`src/rtl/mmio_pwm_pkg.sv`:
```
// Shared constants for the memory-mapped PWM peripheral: register offsets,
// the store-word funct3 code and CTRL/STATUS bit positions.
package mmio_pwm_pkg;

    localparam logic [2:0] FUNCT3_SW = 3'b010;

    localparam logic [4:0] OFF_CTRL     = 5'h00;
    localparam logic [4:0] OFF_DUTY_R   = 5'h04;
    localparam logic [4:0] OFF_DUTY_G   = 5'h08;
    localparam logic [4:0] OFF_DUTY_B   = 5'h0C;
    localparam logic [4:0] OFF_DUTY_LED = 5'h10;
    localparam logic [4:0] OFF_STATUS   = 5'h14;

    localparam int CTRL_EN_BIT        = 0;
    localparam int CTRL_PRESCALE_LSB  = 8;
    localparam int STATUS_PENDING_BIT = 0;
    localparam int STATUS_CNT_LSB     = 8;

    localparam int NUM_CH = 4;

endpackage

```
`src/rtl/pwm_channel.sv`:
```
// One PWM channel: shadow/active duty pair with wrap-time load (or +/-1 fade
// when MMIO_PWM_FADE_EN is defined) and a registered compare output.
module pwm_channel #(
    parameter int PWM_BITS = 8
) (
    input  logic                clk,
    input  logic                reset,
    input  logic                enable,
    input  logic                wrap,
    input  logic [PWM_BITS-1:0] cnt,
    input  logic                write_en,
    input  logic [PWM_BITS-1:0] write_duty,
    output logic [PWM_BITS-1:0] shadow,
    output logic                settled,
    output logic                pwm_out
);

    logic [PWM_BITS-1:0] active;
    logic [PWM_BITS-1:0] active_next;

    // Active always loads the pre-write shadow, so a write landing in the wrap
    // cycle only takes effect on the following wrap.
    always_comb begin
        active_next = active;
        if (!enable) begin
            active_next = shadow;
        end else if (wrap) begin
`ifdef MMIO_PWM_FADE_EN
            if (active < shadow) begin
                active_next = active + 1'b1;
            end else if (active > shadow) begin
                active_next = active - 1'b1;
            end
`else
            active_next = shadow;
`endif
        end
    end

    assign settled = (active_next == shadow);

    always_ff @(posedge clk or negedge reset) begin
        if (!reset) begin
            shadow  <= '0;
            active  <= '0;
            pwm_out <= 1'b0;
        end else begin
            if (write_en) begin
                shadow <= write_duty;
            end
            active  <= active_next;
            pwm_out <= enable && (cnt < active);
        end
    end

endmodule

```
`src/rtl/mmio_pwm.sv`:
```
// Memory-mapped 4-channel PWM (RGB + LED) with double-buffered duties and
// registered lw readback. Define MMIO_PWM_FADE_EN for +/-1 per-period fading.
module mmio_pwm
    import mmio_pwm_pkg::*;
#(
    parameter logic [31:0] BASE_ADDR     = 32'hFFFF_FFE0,
    parameter int          PWM_BITS      = 8,
    parameter int          PRESCALE_BITS = 8
) (
    input  logic        clk,
    input  logic        reset,
    input  logic        write_mem,
    input  logic [2:0]  funct3,
    input  logic [31:0] write_address,
    input  logic [31:0] write_data,
    input  logic [31:0] read_address,
    output logic [31:0] read_data,
    output logic        read_hit,
    output logic        red,
    output logic        green,
    output logic        blue,
    output logic        led
);

    localparam logic [PWM_BITS-1:0] CNT_MAX = '1;

    logic                     enable;
    logic [PRESCALE_BITS-1:0] prescale;
    logic [PRESCALE_BITS-1:0] pcnt;
    logic [PWM_BITS-1:0]      cnt;
    logic                     pending;
    logic                     tick;
    logic                     wrap;

    logic                     accept;
    logic                     ctrl_wr;
    logic                     duty_wr;
    logic [4:0]               wr_off;
    logic [NUM_CH-1:0]        ch_we;
    logic [NUM_CH-1:0]        ch_settled;
    logic [NUM_CH-1:0]        ch_out;
    logic [PWM_BITS-1:0]      shadow [NUM_CH];

    logic                     rd_in_window;
    logic [31:0]              rd_mux;
    logic                     unused_bits;

    assign wr_off  = write_address[4:0];
    assign accept  = write_mem && (funct3 == FUNCT3_SW)
                     && (write_address[31:5] == BASE_ADDR[31:5])
                     && (write_address[1:0] == 2'b00);
    assign ctrl_wr = accept && (wr_off == OFF_CTRL);
    assign duty_wr = |ch_we;

    assign tick = enable && (pcnt == prescale);
    assign wrap = tick && (cnt == CNT_MAX);

    always_ff @(posedge clk or negedge reset) begin
        if (!reset) begin
            enable   <= 1'b0;
            prescale <= '0;
        end else if (ctrl_wr) begin
            enable   <= write_data[CTRL_EN_BIT];
            prescale <= write_data[CTRL_PRESCALE_LSB +: PRESCALE_BITS];
        end
    end

    // Both counters park at 0 while disabled so re-enabling starts a fresh period.
    always_ff @(posedge clk or negedge reset) begin
        if (!reset) begin
            pcnt <= '0;
            cnt  <= '0;
        end else if (!enable) begin
            pcnt <= '0;
            cnt  <= '0;
        end else begin
            if (ctrl_wr || tick) begin
                pcnt <= '0;
            end else begin
                pcnt <= pcnt + 1'b1;
            end
            if (tick) begin
                cnt <= cnt + 1'b1;
            end
        end
    end

    always_ff @(posedge clk or negedge reset) begin
        if (!reset) begin
            pending <= 1'b0;
        end else if (!enable) begin
            pending <= 1'b0;
        end else if (duty_wr) begin
            pending <= 1'b1;
        end else if (wrap) begin
`ifdef MMIO_PWM_FADE_EN
            pending <= ~&ch_settled;
`else
            pending <= 1'b0;
`endif
        end
    end

    for (genvar i = 0; i < NUM_CH; i++) begin : g_ch
        localparam logic [4:0] CH_OFF = OFF_DUTY_R + 5'(4 * i);

        assign ch_we[i] = accept && (wr_off == CH_OFF);

        pwm_channel #(
            .PWM_BITS(PWM_BITS)
        ) u_ch (
            .clk       (clk),
            .reset     (reset),
            .enable    (enable),
            .wrap      (wrap),
            .cnt       (cnt),
            .write_en  (ch_we[i]),
            .write_duty(write_data[PWM_BITS-1:0]),
            .shadow    (shadow[i]),
            .settled   (ch_settled[i]),
            .pwm_out   (ch_out[i])
        );
    end

    assign red   = ch_out[0];
    assign green = ch_out[1];
    assign blue  = ch_out[2];
    assign led   = ch_out[3];

    // Readback handshake: read_hit is the valid for read_data, presented one
    // cycle after read_address; there is no ready, every address is sampled.
    assign rd_in_window = (read_address[31:5] == BASE_ADDR[31:5]);

    always_comb begin
        rd_mux = '0;
        case (read_address[4:2])
            OFF_CTRL[4:2]: begin
                rd_mux[CTRL_EN_BIT]                         = enable;
                rd_mux[CTRL_PRESCALE_LSB +: PRESCALE_BITS]  = prescale;
            end
            OFF_DUTY_R[4:2]:   rd_mux[PWM_BITS-1:0] = shadow[0];
            OFF_DUTY_G[4:2]:   rd_mux[PWM_BITS-1:0] = shadow[1];
            OFF_DUTY_B[4:2]:   rd_mux[PWM_BITS-1:0] = shadow[2];
            OFF_DUTY_LED[4:2]: rd_mux[PWM_BITS-1:0] = shadow[3];
            OFF_STATUS[4:2]: begin
                rd_mux[STATUS_PENDING_BIT]               = pending && enable;
                rd_mux[STATUS_CNT_LSB +: PWM_BITS]       = cnt;
            end
            default: rd_mux = '0;
        endcase
    end

    always_ff @(posedge clk or negedge reset) begin
        if (!reset) begin
            read_data <= '0;
            read_hit  <= 1'b0;
        end else begin
            read_data <= rd_in_window ? rd_mux : 32'h0;
            read_hit  <= rd_in_window;
        end
    end

`ifdef MMIO_PWM_FADE_EN
    assign unused_bits = ^{write_data, read_address[1:0]};
`else
    assign unused_bits = ^{write_data, read_address[1:0], ch_settled};
`endif

endmodule

```
`config.mk`:
```
export PLATFORM = sky130hd
export DESIGN_NAME = mmio_pwm
export DESIGN_NICKNAME = d
export VERILOG_FILES = /design/src/rtl/mmio_pwm_pkg.sv /design/src/rtl/pwm_channel.sv /design/src/rtl/mmio_pwm.sv
export SDC_FILE = /design/constraint.sdc
export NUM_CORES = 1
export LEC_CHECK = 0
export CORE_MARGIN = 2
export CORE_UTILIZATION = 34
export CTS_CLUSTER_SIZE = 14
export DETAILED_ROUTE_END_ITERATION = 7
export PLACE_DENSITY = 0.65
export SYNTH_ARGS = -nofsm -noshare
export SYNTH_HDL_FRONTEND = slang
export SYNTH_SLANG_ARGS = --single-unit
```
`constraint.sdc`:
```
create_clock -name clk -period 2.4 [get_ports clk]
set_input_delay 0.72 -clock clk [delete_from_list [all_inputs] [get_ports clk]]
set_output_delay 0.72 -clock clk [all_outputs]
set_load 0.02 [all_outputs]
```
# Yosys cells after proc, flatten, opt, wreduce, memory -nomap -nowiden
# Index checks and enable logic that the tools add are counted.
# word_totals
reg_bits	111
output_inout_bits	37
# classes
n_addsub	2
n_lt_le_gt_ge	4
n_eq_ne	17
n_mux	19
n_reduce_logical	20
# ops
cell	count
$mux 8	12
$eq 27x27->1 const B	2
$lt 8x8->1	4
$pmux 7 s4	1
$add 8x1->8 const B	2
$mux 16	1
$pmux 8 s2	1
$logic_and 1x1->1	15
$eq 5x4->1 const B	2
$eq 3x2->1 const B	3
$eq 8x8->1	1
$eq 8x8->1 const B	1
$eq 3x3->1 const B	2
$pmux 1 s6	1
$eq 5x3->1 const B	1
$eq 5x5->1 const B	1
$logic_not 5->1	1
$ne 2x1->1 const B	2
$reduce_or 4->1	1
$eq 3x1->1 const B	1
$logic_not 3->1	1
$mux 1	3
$ne 3x1->1 const B	1
$logic_not 2->1	1
$logic_or 1x1->1	1

# Depth between registers and ports, before layout
# depth
word_depth	8
ltp_mapped	7
depth_no_buf	7

# Hierarchy
# Synthesis repeated with hierarchy kept, for this count alone.
# hier_totals
cells_unflattened	567
hier_area_um2	6014.5
# by_module_without_submodules
mod	n_inst	cells_per_inst	area_per_inst_um2	seq_area_each_um2
pwm_channel	4	81	879.6	425.4
mmio_pwm	1	243	2496.1	1076.0

# Least setup slack after synthesis
# No wires, ideal clock.
# synth_path
path_type	in2reg
from	input port write_address[16]
to	register g_ch[0].u_ch.shadow[0]
setup_time_ps	125
arrival_ps	2261
required_ps	2275
setup_slack_ps	14
path_stages	5
path_cell_list	nand4_1 nor4_1 nand4b_1 nor3b_2 mux2_2
# synth_between
elab_chain_cells	4
# synth_lines
item	line_no	source
start, declared	mmio_pwm.sv:14	input logic [31:0] write_address,
$eq 27x27->1	mmio_pwm.sv:50	&& (write_address[31:5] == BASE_ADDR[31:5])
$logic_and 1x1->1	mmio_pwm.sv:50	
$logic_and 1x1->1	mmio_pwm.sv:51	&& (write_address[1:0] == 2'b00);
$logic_and 1x1->1	mmio_pwm.sv:107	assign ch_we[i] = accept && (wr_off == CH_OFF);
end signal, assigned	pwm_channel.sv:49	shadow <= write_duty;
end, declared	pwm_channel.sv:13	output logic [PWM_BITS-1:0] shadow,
# No other way between the ends.
# A chain may end at the register's enable or synchronous reset.

# Worst setup path after layout
# layout_path
from	register pcnt[5]
to	register g_ch[1].u_ch.active[3]
# layout_between
elab_chain_cells	4
# layout_lines
item	line_no	source
start, declared	mmio_pwm.sv:29	logic [PRESCALE_BITS-1:0] pcnt;
start signal, assigned	mmio_pwm.sv:80	pcnt <= pcnt + 1'b1;
$eq 8x8->1	mmio_pwm.sv:55	assign tick = enable && (pcnt == prescale);
$logic_and 1x1->1	mmio_pwm.sv:55	
$logic_and 1x1->1	mmio_pwm.sv:56	assign wrap = tick && (cnt == CNT_MAX);
$ne 2x1->1 (no source line)	-	
end signal, assigned	pwm_channel.sv:51	active <= active_next;
end, declared	pwm_channel.sv:18	logic [PWM_BITS-1:0] active;
# No other way between the ends.

==> out/results.ini <==
[route]
vias_per_cell = 4.89
firstDrtPassIters = 6
wire_per_inst_um = 16.0
drt_wl_total_mm = 13.8
ant_nets = 0
drc_errors = 0
vias = 4199
dr.first_iter.drc_count = 138

[synth]
synthesis.area_mm2 = 0.00574
ys_seq_area_share_pct = 48.4
synth_edf_count = 0
synth_flop_cell = dfrtp_1
ys_seq_elements = 111
yosys.area.top_type = dfrtp_1
avgSynthCellArea_um2 = 11.7
synth_top_area_share_pct = 48.4
ys_warn_count = 0
synthCells = 489
synth_area_leaders = dfrtp_1 (48%), mux2_2 (9.6%), mux2_4 (7.8%)
async_reset_ff_share_pct = 100
synth.distinct_cells = 47

[global_routing]
grt_max_degree = 49
globalRouteOverflowTotal = 0
grt_pass1_vias = 4360
grt_pass1_wl_mm = 21.9
track_usage_pct = 15.7
antenna_found_initial = 0

[sta]
slew_headroom_pct = 59.5
clock.fmax_ghz = 0.432
skew_ps = 8.91
period_needed_ps = 2310
report.final.slew_viol_count = 0
whs_ps = 234
tightest_slew_ps = 607
fin_ws_ps = 86.6
period_share_pct = 96.4
hold_viol = 0
setup_viol = 0

[placed_design]
io_buffer_count = 104
place_congestion = 0.802
dp_cells = 836
dp.final_hpwl_mm = 10.5
pre_cts_ws_ps = -448

[die]
die_area_mm2 = 0.0179
fp.dieW_um = 134
die_h_um = 134
io_pins = 139
initial_core_util_pct = 34.7
coreArea_mm2 = 0.0165
num_rows = 47

[clock_tree]
cts_tree = done
clkTransAtPathRegs_ps = 80
clock_latency_ps = 360
htreeDepth = 3
holdBufCountCts = 0
cts.sinks = 111
ctsLongestPathBuffers = 2
cts-root-buf = clkbuf_16
cts_buffers = 9

[power]
peakVddDrop_v = 0.000355
p_leak_nw = 3.52
power_density_mw_per_mm2 = 489

[status]
run_status = finished, final reports clean

[setup_path]
worstSetupPathType = reg2reg
crit_family = simple AND/OR/NAND/NOR gates
endpoint_kind = flop
r2r-end = g_ch[1].u_ch.active[3]$_DFFE_PN0P_
cp.required_ps = 2650
r2r_cells = 7
worstReg2RegStart = pcnt[5]$_DFF_PN0_
critPathMaxStageDelay_ps = 440
cp_max_fo = 11
cp.arrival_ps = 2570
worstSetupStartpointType = flop
worstPathCellList = xor2_1 > nor4_2 > nand4_2 > o31ai_4 > buf_4 > buf_12 > mux2_4
regToRegSetupSlack_ps = 90
critPathSlowestCell = dfrtp_1
worst-path-buf-inv = 2

[cells_and_area]
diodes = 0
fillers = 1494
fin_nets = 765
final_cell_mix = dfrtp_1 (111), clkdlybuf4s50_1 (87), mux2_4 (46)
drive_above_1_share_pct = 23.7
mostFrequentLayoutCell = dfrtp_1
layout.cells.non_filler = 858
synthToLayoutAreaGrowth_pct = 35.0

[hold_path]
hp-class = in2async

[flow_run]
drv_cap = 0

## repair_timing
item,in CTS,in global routing
endpoints found under the hold margin,0,0
pin swaps,5,6
setup buffers,3,2
setup endpoints to repair,39,55
resized for setup,21,20
gates cloned,1,0
## cell usage after synthesis, types with 2 or more instances
| cell | instances |
|---|---|
| dfrtp_1 | 111 |
| mux2_4 | 30 |
| nand2_1 | 12 |
| nor3_1 | 4 |
| or4_1 | 4 |
| a22oi_1 | 15 |
| o31ai_1 | 4 |
| ha_1 | 30 |
| xor2_1 | 15 |
| mux2_2 | 49 |
| nor2b_1 | 6 |
| a211oi_1 | 2 |
| buf_4 | 16 |
| a21oi_1 | 16 |
| nor3b_2 | 2 |
| a21o_1 | 6 |
| a31oi_1 | 3 |
| nor4_1 | 4 |
| mux2i_1 | 2 |
| and3_1 | 2 |
| clkbuf_1 | 9 |
| nor2_1 | 42 |
| o21ai_0 | 9 |
| nand2b_1 | 4 |
| nand4_1 | 14 |
| o211ai_1 | 2 |
| buf_8 | 3 |
| o311ai_0 | 2 |
| inv_1 | 34 |
| nand3_1 | 17 |
| nor4_2 | 2 |
| nand4b_1 | 3 |
## cell families (layout without fill, tap and decap cells)
kind of cell | after synthesis | after routing | synth area share (%)
mux | 81 | 81 | 17.8
fa+ha+maj | 30 | 30 | 6.54
simple gates | 124 | 124 | 11.6
buf+inv | 63 | 197 | 5.75
flops | 111 | 111 | 48.4
xor+xnor | 16 | 16 | 2.44
compound gates | 63 | 63 | 7.43
other cells | 1 | 16 | 0.0653
## flip-flops by register name, indices dropped and copies added (netlist names)
name and cells:
prescale 8, g_ch.u_ch.shadow 32, read_hit 1, g_ch.u_ch.active 32, read_data 16, pcnt 8
g_ch.u_ch.pwm_out 4, cnt 8, enable 1, pending 1
## metal layers
layer / track usage, % / vias up / share of wire [%]
met4: 4.73 / 0 / 1.4
met2: 27.3 / 101 / 50
li1: - / 1997 / -
met3: 3.14 / 11 / 3.1
met1: 19.6 / 2090 / 45
met5: 0 / - / 0
## worst max-delay path by stage
stage / to / cells past startpoint / from
finish: g_ch[1].u_ch.active[3]$_DFFE_PN0P_ / 7 / pcnt[5]$_DFF_PN0_
global route: g_ch[2].u_ch.active[1]$_DFFE_PN0P_ / 7 / prescale[5]$_DFFE_PN0P_
CTS: g_ch[0].u_ch.active[1]$_DFFE_PN0P_ / 7 / prescale[6]$_DFFE_PN0P_
detailed placement: prescale[5]$_DFFE_PN0P_ / 9 / write_address[16]
global placement: g_ch[0].u_ch.shadow[7]$_DFFE_PN0P_ / 8 / write_address[16]
floorplan: g_ch[0].u_ch.shadow[0]$_DFFE_PN0P_ / 5 / write_address[16]
## cell type report
type                       count  area [um2]  area share [%]
tap                          220         275            3.55
timing repair buffer         147        1460            18.8
inverter                      34         128            1.65
clock buffer                  10         229            2.96
multi-input combinational    330        2780            35.9
sequential                   111        2780            35.9
clock inverter                 6         104            1.34
## through the flow
stage / util [%] / power, mW / cell area [um2] / setup TNS, ps
finish: 46.9 / 3.79 / 7750 / 0
global route: 46.9 / 3.92 / 7750 / -240
CTS: 46.3 / 3.83 / 7660 / 0
detailed placement: 43.8 / 2.17 / 7240 / -15670
global placement: 43.8 / 2.17 / 7240 / -16590
floorplan: - / 1.98 / 5800 / 0
## power by group
group,internal [mW],switching (mW)
Combinational,0.141,0.119
Sequential,1.87,0.0000406
Clock,0.936,0.727
Power figures use the tool's default switching activity.
